### src/rtl/synth_tdm_clk_gen.sv
// rtl/synth_tdm_clk_gen.sv - single-clock I2S/TDM bit/word clock, frame tick and osc/env slot tick generator
// All outputs are registered from the next-cycle counter values, so they line up with the counters' cycle.
module synth_tdm_clk_gen #(
  parameter int DATA_WIDTH  = 16,
  parameter int CHANNEL_NUM = 2,
  parameter int BCK_HALF    = 64,
  parameter int VOICES      = 8,
  parameter int V_OSC       = 4,
  parameter int V_ENVS      = 2 * V_OSC,
  localparam int N_OSC  = VOICES * V_OSC,
  localparam int N_ENV  = VOICES * V_ENVS,
  localparam int SLOT_W = (CHANNEL_NUM > 1) ? $clog2(CHANNEL_NUM) : 1,
  localparam int BIT_W  = $clog2(DATA_WIDTH),
  localparam int OIDX_W = (N_OSC > 1) ? $clog2(N_OSC) : 1,
  localparam int EIDX_W = (N_ENV > 1) ? $clog2(N_ENV) : 1
) (
  input  logic              OSC_CLK,
  input  logic              iRST_N,
  input  logic              iENABLE,
  input  logic              iMODE,
  output logic              oAUD_BCK,
  output logic              oLRCK,
  output logic              oBCK_FALL,
  output logic              oSAMPLE_TICK,
  output logic [SLOT_W-1:0] oSLOT,
  output logic [BIT_W-1:0]  oBIT,
  output logic              oOSC_TICK,
  output logic [OIDX_W-1:0] oOSC_IDX,
  output logic              oENV_TICK,
  output logic [EIDX_W-1:0] oENV_IDX
);

  localparam int FRAME = 2 * BCK_HALF * DATA_WIDTH * CHANNEL_NUM;
  localparam int N_MAX = (N_OSC > N_ENV) ? N_OSC : N_ENV;
  localparam int ACC_W = $clog2(FRAME + N_MAX) + 1;
  localparam int SUB_W = $clog2(2 * BCK_HALF);

  localparam logic [SUB_W-1:0]  SUB_LAST  = SUB_W'(2 * BCK_HALF - 1);
  localparam logic [SUB_W-1:0]  SUB_MID   = SUB_W'(BCK_HALF);
  localparam logic [BIT_W-1:0]  BIT_LAST  = BIT_W'(DATA_WIDTH - 1);
  localparam logic [SLOT_W-1:0] SLOT_LAST = SLOT_W'(CHANNEL_NUM - 1);
  localparam logic [SLOT_W-1:0] SLOT_HALF = SLOT_W'(CHANNEL_NUM / 2);
  localparam logic [ACC_W-1:0]  FRAME_A   = ACC_W'(FRAME);
  localparam logic [ACC_W-1:0]  OSC_STEP  = ACC_W'(N_OSC);
  localparam logic [ACC_W-1:0]  ENV_STEP  = ACC_W'(N_ENV);

  typedef enum logic [1:0] {IDLE, RUN, DRAIN} state_t;

  state_t            state, state_n;
  logic [SUB_W-1:0]  sub, sub_n;
  logic [BIT_W-1:0]  bitc, bit_n;
  logic [SLOT_W-1:0] slot, slot_n, lr_slot;
  logic              mode, mode_n;
  logic              last, run_n, start_n, lrck_n;
  logic [ACC_W-1:0]  osc_acc, osc_acc_n, osc_sum;
  logic [ACC_W-1:0]  env_acc, env_acc_n, env_sum;
  logic              osc_hit, env_hit;
  logic [OIDX_W-1:0] osc_cnt, osc_cnt_n, osc_base;
  logic [EIDX_W-1:0] env_cnt, env_cnt_n, env_base;

  always_comb begin
    last    = (state == RUN) && (sub == SUB_LAST) && (bitc == BIT_LAST) && (slot == SLOT_LAST);
    state_n = state;
    run_n   = 1'b1;
    start_n = 1'b0;
    // iENABLE only matters while stopped or on the last cycle of a frame
    if (state != RUN || last) begin
      run_n   = iENABLE;
      start_n = iENABLE;
      if (iENABLE)
        state_n = RUN;
      else if (state == RUN)
        state_n = DRAIN;
    end

    sub_n  = '0;
    bit_n  = '0;
    slot_n = '0;
    if (run_n && !start_n) begin
      sub_n  = sub + SUB_W'(1);
      bit_n  = bitc;
      slot_n = slot;
      if (sub == SUB_LAST) begin
        sub_n = '0;
        bit_n = bitc + BIT_W'(1);
        if (bitc == BIT_LAST) begin
          bit_n  = '0;
          slot_n = (slot == SLOT_LAST) ? '0 : slot + SLOT_W'(1);
        end
      end
    end

    mode_n  = start_n ? iMODE : mode;
    // I2S word clock leads the slot by one bit: look at the slot of the following bit
    lr_slot = slot_n;
    if (bit_n == BIT_LAST)
      lr_slot = (slot_n == SLOT_LAST) ? '0 : slot_n + SLOT_W'(1);
    lrck_n  = run_n && (mode_n ? ((bit_n == BIT_LAST) && (slot_n == SLOT_LAST))
                               : (lr_slot >= SLOT_HALF));

    osc_sum   = (start_n ? ACC_W'(0) : osc_acc) + OSC_STEP;
    osc_hit   = run_n && (osc_sum >= FRAME_A);
    osc_acc_n = !run_n ? '0 : (osc_hit ? osc_sum - FRAME_A : osc_sum);
    osc_base  = start_n ? '0 : osc_cnt;
    osc_cnt_n = !run_n ? '0 : osc_base + OIDX_W'(osc_hit);

    env_sum   = (start_n ? ACC_W'(0) : env_acc) + ENV_STEP;
    env_hit   = run_n && (env_sum >= FRAME_A);
    env_acc_n = !run_n ? '0 : (env_hit ? env_sum - FRAME_A : env_sum);
    env_base  = start_n ? '0 : env_cnt;
    env_cnt_n = !run_n ? '0 : env_base + EIDX_W'(env_hit);
  end

  always_ff @(posedge OSC_CLK or negedge iRST_N) begin
    if (!iRST_N) begin
      state        <= IDLE;
      sub          <= '0;
      bitc         <= '0;
      slot         <= '0;
      mode         <= 1'b0;
      osc_acc      <= '0;
      env_acc      <= '0;
      osc_cnt      <= '0;
      env_cnt      <= '0;
      oAUD_BCK     <= 1'b0;
      oLRCK        <= 1'b0;
      oBCK_FALL    <= 1'b0;
      oSAMPLE_TICK <= 1'b0;
      oSLOT        <= '0;
      oBIT         <= '0;
      oOSC_TICK    <= 1'b0;
      oOSC_IDX     <= '0;
      oENV_TICK    <= 1'b0;
      oENV_IDX     <= '0;
    end else begin
      state        <= state_n;
      sub          <= sub_n;
      bitc         <= bit_n;
      slot         <= slot_n;
      mode         <= mode_n;
      osc_acc      <= osc_acc_n;
      env_acc      <= env_acc_n;
      osc_cnt      <= osc_cnt_n;
      env_cnt      <= env_cnt_n;
      oAUD_BCK     <= run_n && (sub_n >= SUB_MID);
      oLRCK        <= lrck_n;
      oBCK_FALL    <= run_n && (sub_n == '0);
      oSAMPLE_TICK <= start_n;
      oSLOT        <= slot_n;
      oBIT         <= bit_n;
      oOSC_TICK    <= osc_hit;
      oOSC_IDX     <= run_n ? osc_base : '0;
      oENV_TICK    <= env_hit;
      oENV_IDX     <= run_n ? env_base : '0;
    end
  end

endmodule
### config.mk
export PLATFORM = sky130hd
export DESIGN_NAME = synth_tdm_clk_gen
export DESIGN_NICKNAME = d
export VERILOG_FILES = /design/src/rtl/synth_tdm_clk_gen.sv
export SDC_FILE = /design/constraint.sdc
export NUM_CORES = 1
export LEC_CHECK = 0
export ABC_AREA = 1
export ABC_CLOCK_PERIOD_IN_PS = 6750
export CORE_MARGIN = 2
export CORE_UTILIZATION = 33
export DETAILED_ROUTE_END_ITERATION = 7
export SYNTH_ARGS = -nofsm -noshare
export SYNTH_HDL_FRONTEND = slang
export SYNTH_SLANG_ARGS = --single-unit
### constraint.sdc
create_clock -name OSC_CLK -period 6.75 [get_ports OSC_CLK]
set_input_delay 1.35 -clock OSC_CLK [delete_from_list [all_inputs] [get_ports OSC_CLK]]
set_output_delay 1.35 -clock OSC_CLK [all_outputs]
set_load 0.005 [all_outputs]
==> results.md <==
Run status
- completed — result of the run

Setup path
- 24 — crit-path max FO
- 0.49 ns — biggest cell delay along the critical path
- 28 — number of stages on the worst setup path
- sub[0]$_DFF_PN0_ — launch point of the worst reg-to-reg path
- 32 — cell depth of the worst flop-to-flop path
- simple AND/OR/NAND/NOR gates — critical path's top delay family
- input pin to register — category of the most critical setup path
- iENABLE — launching element of the worst setup path
- sky130_fd_sc_hd__nand2_1 — most numerous cell on the critical path
- 4 — Worst Path Buf+Inv
- register — nature of the critical path endpoint
- 5.57 ns — signal arrival time at the worst endpoint
- input pin — launching element type of the critical path
- 1.54 ns — setup slack on the worst flop-to-flop path
- 6.98 ns — Crit path required time
- osc_cnt[4]$_DFF_PN0_ — Setup crit end
- sky130_fd_sc_hd__clkdlybuf4s50_1 — Critical Path Slowest Stage Cell
- osc_cnt[4]$_DFF_PN0_ — R2R Path End

Logic synthesis
- sky130_fd_sc_hd__dfrtp_1 — Top FF cell, synth
- sky130_fd_sc_hd__dfrtp_1 (54%), sky130_fd_sc_hd__nor2_1 (8.8%), sky130_fd_sc_hd__inv_1 (7.8%) — largest cells by area after synthesis
- 30 — unique cell type count in the Yosys netlist
- 71 — register bit count reported by yosys
- 8.508 sq um — average cell area after synthesis
- 3318 sq um — Synth Cell Area
- 390 — cell count after synthesis
- 406 — Post-Synthesis Net Count
- 0.5354 — Synth top area share
- 0 — number of warnings reported in the yosys synthesis log
- 0 — EDFF count, synth
- 1.000 — Post-synth ARST share
- sky130_fd_sc_hd__dfrtp_1 — Synth area leader
- 0.5354 — sequential area share after synthesis

Routing
- 0 — Antenna Violating Nets Remaining
- 183 microns — Met3 Wirelength
- met4 — top sig layer
- 11.14 microns — WL/cell
- 6.218 mm — sum of routed wire length over all layers
- 2433 — via count
- 2.847 mm — Met2 Routed Length
- 4 — number of iterations in the first detailed-routing pass
- 0 — remaining routing DRC violations
- 3.070 mm — met1 wire length
- 125 — number of DRC markers after the initial detailed-route iteration
- 4.360 — Avg Vias per Cell

Clock tree
- 0 — hold_buf cts
- 3 — maximum level of the CTS H-tree
- 0.35 ns — clock insertion delay at the later pin of the skew report
- 0 — post-CTS setup buffers
- 9 — number of buffers added by the clock tree synthesis step
- 0.07 ns — clock-pin slew on the worst setup and hold paths
- built — clock tree from TritonCTS
- sky130_fd_sc_hd__clkbuf_8 — cell chosen for the clock root
- 2 — number of buffers on the longest clock path
- 71 — CTS sink count
- 0 — Resized Gates After CTS

Global routing
- 72 — largest net degree at the start of global routing
- 2423 — number of global-route vias before repair
- 11.01 mm — wire length of the first global-routing pass
- 0.1271 — GRT Util Overall
- 0 — residual overflow from global routing
- 0 — antenna violations before repair

Placement
- 1.028 ns — worst setup slack after placement
- 3701 sq um — cell area after placement
- 542 — placed cell count
- 25 — I/O Buffers
- 0.8088 — last weighted congestion value of the routability-driven placer
- 4.387 mm — DPL Wire Length

Layout
- 558 — final non-filler cell total
- 0.08235 — ratio of cells with drive above 1 in the final layout
- 0.3966 — final core occ
- 1000 — Fill cells
- 16.82% — area overhead of the layout relative to synthesis
- sky130_fd_sc_hd__nor2_1 (78), sky130_fd_sc_hd__dfrtp_1 (71), sky130_fd_sc_hd__inv_1 (69) — most frequent cells in the layout
- sky130_fd_sc_hd__nor2_1 — leading cell type in the layout, fill and taps excluded
- 3876 sq um — final non-filler cell area
- 436 — number of nets in the finished design
- 0 — antenna diode instance count

Timing
- 0.8611 ns — Worst Max-Slew Pin Slew
- 0.4891 ns — Hold Slack
- 0.7913 — Final Cycle Share
- 1.409 ns — worst setup margin
- 0.008516 ns — worst setup skew after layout
- 5.341 ns — post-layout minimum cycle time
- 0 — setup-violating endpoint count in the final report
- 0 — number of pins exceeding their max-slew limit in the final report
- 0.4259 — slew margin rel.
- 0 — final hold viol count
- 0.1872 GHz — highest clock rate
- 0 ns — final total negative setup slack
- no — RSZ-0062 raised after global routing

Power
- 1.539 mW — total power
- 0.195 — proportion of power drawn by the clock network
- 0.3599 — Sw Ratio
- 1.960 nW — LEAKAGE
- 0.416 — sequential group share of total power
- 397.1 nW/um^2 — Power Dens Cells
- 0.1675 mV — VDD IR-drop max
- 0.9853 mW — Int Pwr
- 0.5541 mW — switching power of the nets
- 0.389 — combinational group share of total power

Min path
- register to register — Worst Hold Class
- 2 — worst hold stages

Floorplanning
- 10870 sq um — area of the die
- 36 — number of placement rows
- 104.3 microns — Horiz. Die Dim
- 0.3395 — effective utilization at floorplan
- 9774 sq um — core area
- 26 — total I/O pin count
- 104.3 microns — Chip Height

Run
- 0 — Max-Cap Viols

==> per-layer routing <==
metal,global-route usage,vias to the layer above
met1,0.1647,1123
met5,0,-
met2,0.2021,33
li1,-,1268
met3,0.02694,9
met4,0.06178,0
==> Yosys cell counts, drive strengths merged (3+ instances only) <==
| cell type | number |
|---|---|
| nor4 | 3 |
| nand2 | 64 |
| nor2 | 81 |
| dfrtp | 71 |
| inv | 72 |
| xor2 | 5 |
| nand3 | 17 |
| ha | 12 |
| buf | 6 |
| o21ai | 12 |
| a21oi | 16 |
| nor3 | 10 |
| nand4 | 9 |
==> power groups by stage <==
stage                     Sequential (mW)  Combinational (mW)  Clock [mW]
after floorplan                     0.638               0.416           0
after global placement              0.645               0.594           0
after detailed placement            0.647               0.604           0
after CTS                           0.640               0.608       0.312
after global routing                0.657               0.694       0.326
final                               0.641               0.599       0.300
==> worst min-delay path by stage <==
stage / from / endpoint / slack (ns)
3_5_place_dp: env_acc[3]$_DFF_PN0_ / env_acc[3]$_DFF_PN0_ / 0.48
6_report: env_acc[2]$_DFF_PN0_ / env_acc[2]$_DFF_PN0_ / 0.49
3_3_place_gp: env_acc[3]$_DFF_PN0_ / env_acc[3]$_DFF_PN0_ / 0.47
2_1_floorplan: sub[0]$_DFF_PN0_ / sub[0]$_DFF_PN0_ / 0.45
4_1_cts: env_acc[0]$_DFF_PN0_ / env_acc[0]$_DFF_PN0_ / 0.50
5_1_grt: osc_cnt[0]$_DFF_PN0_ / oOSC_IDX[0]$_DFF_PN0_ / 0.52
==> kinds of logic after synthesis <==
logic type / Yosys count / synth area share
compound gates: 32 / 0.05581
xor+xnor: 7 / 0.01848
fa+ha+maj: 12 / 0.04525
buf+inv: 80 / 0.09465
flops: 71 / 0.5354
simple gates: 188 / 0.2504
==> tightest hold or removal path, stage by stage, from the launching register on <==
cell,delay [ns]
sky130_fd_sc_hd__dfrtp_1,0.32
sky130_fd_sc_hd__inv_1,0.04
sky130_fd_sc_hd__nor2_1,0.08
==> sequential cells by signal (all words and copies together), names as in the netlist <==
name and cells:
env_acc 14, osc_acc 14, sub 7, env_cnt 6, oENV_IDX 6, oOSC_IDX 5
osc_cnt 5, bitc 4, state 2, mode 1, oAUD_BCK 1, oBCK_FALL 1
oENV_TICK 1, oLRCK 1, oOSC_TICK 1, oSAMPLE_TICK 1, slot 1
==> area by class of cell <==
| cell class | count | area, sq um | share of cell area |
|---|---|---|---|
| Clock buffer | 12 | 155.1 | 0.04003 |
| Clock inverter | 4 | 20.02 | 0.005165 |
| Inverter | 72 | 270.3 | 0.06972 |
| Multi-Input combinational cell | 239 | 1227 | 0.3167 |
| Sequential cell | 71 | 1777 | 0.4584 |
| Tap cell | 133 | 166.4 | 0.04293 |
| Timing Repair Buffer | 27 | 260.3 | 0.06714 |
Power figures use the tool's default switching activity.
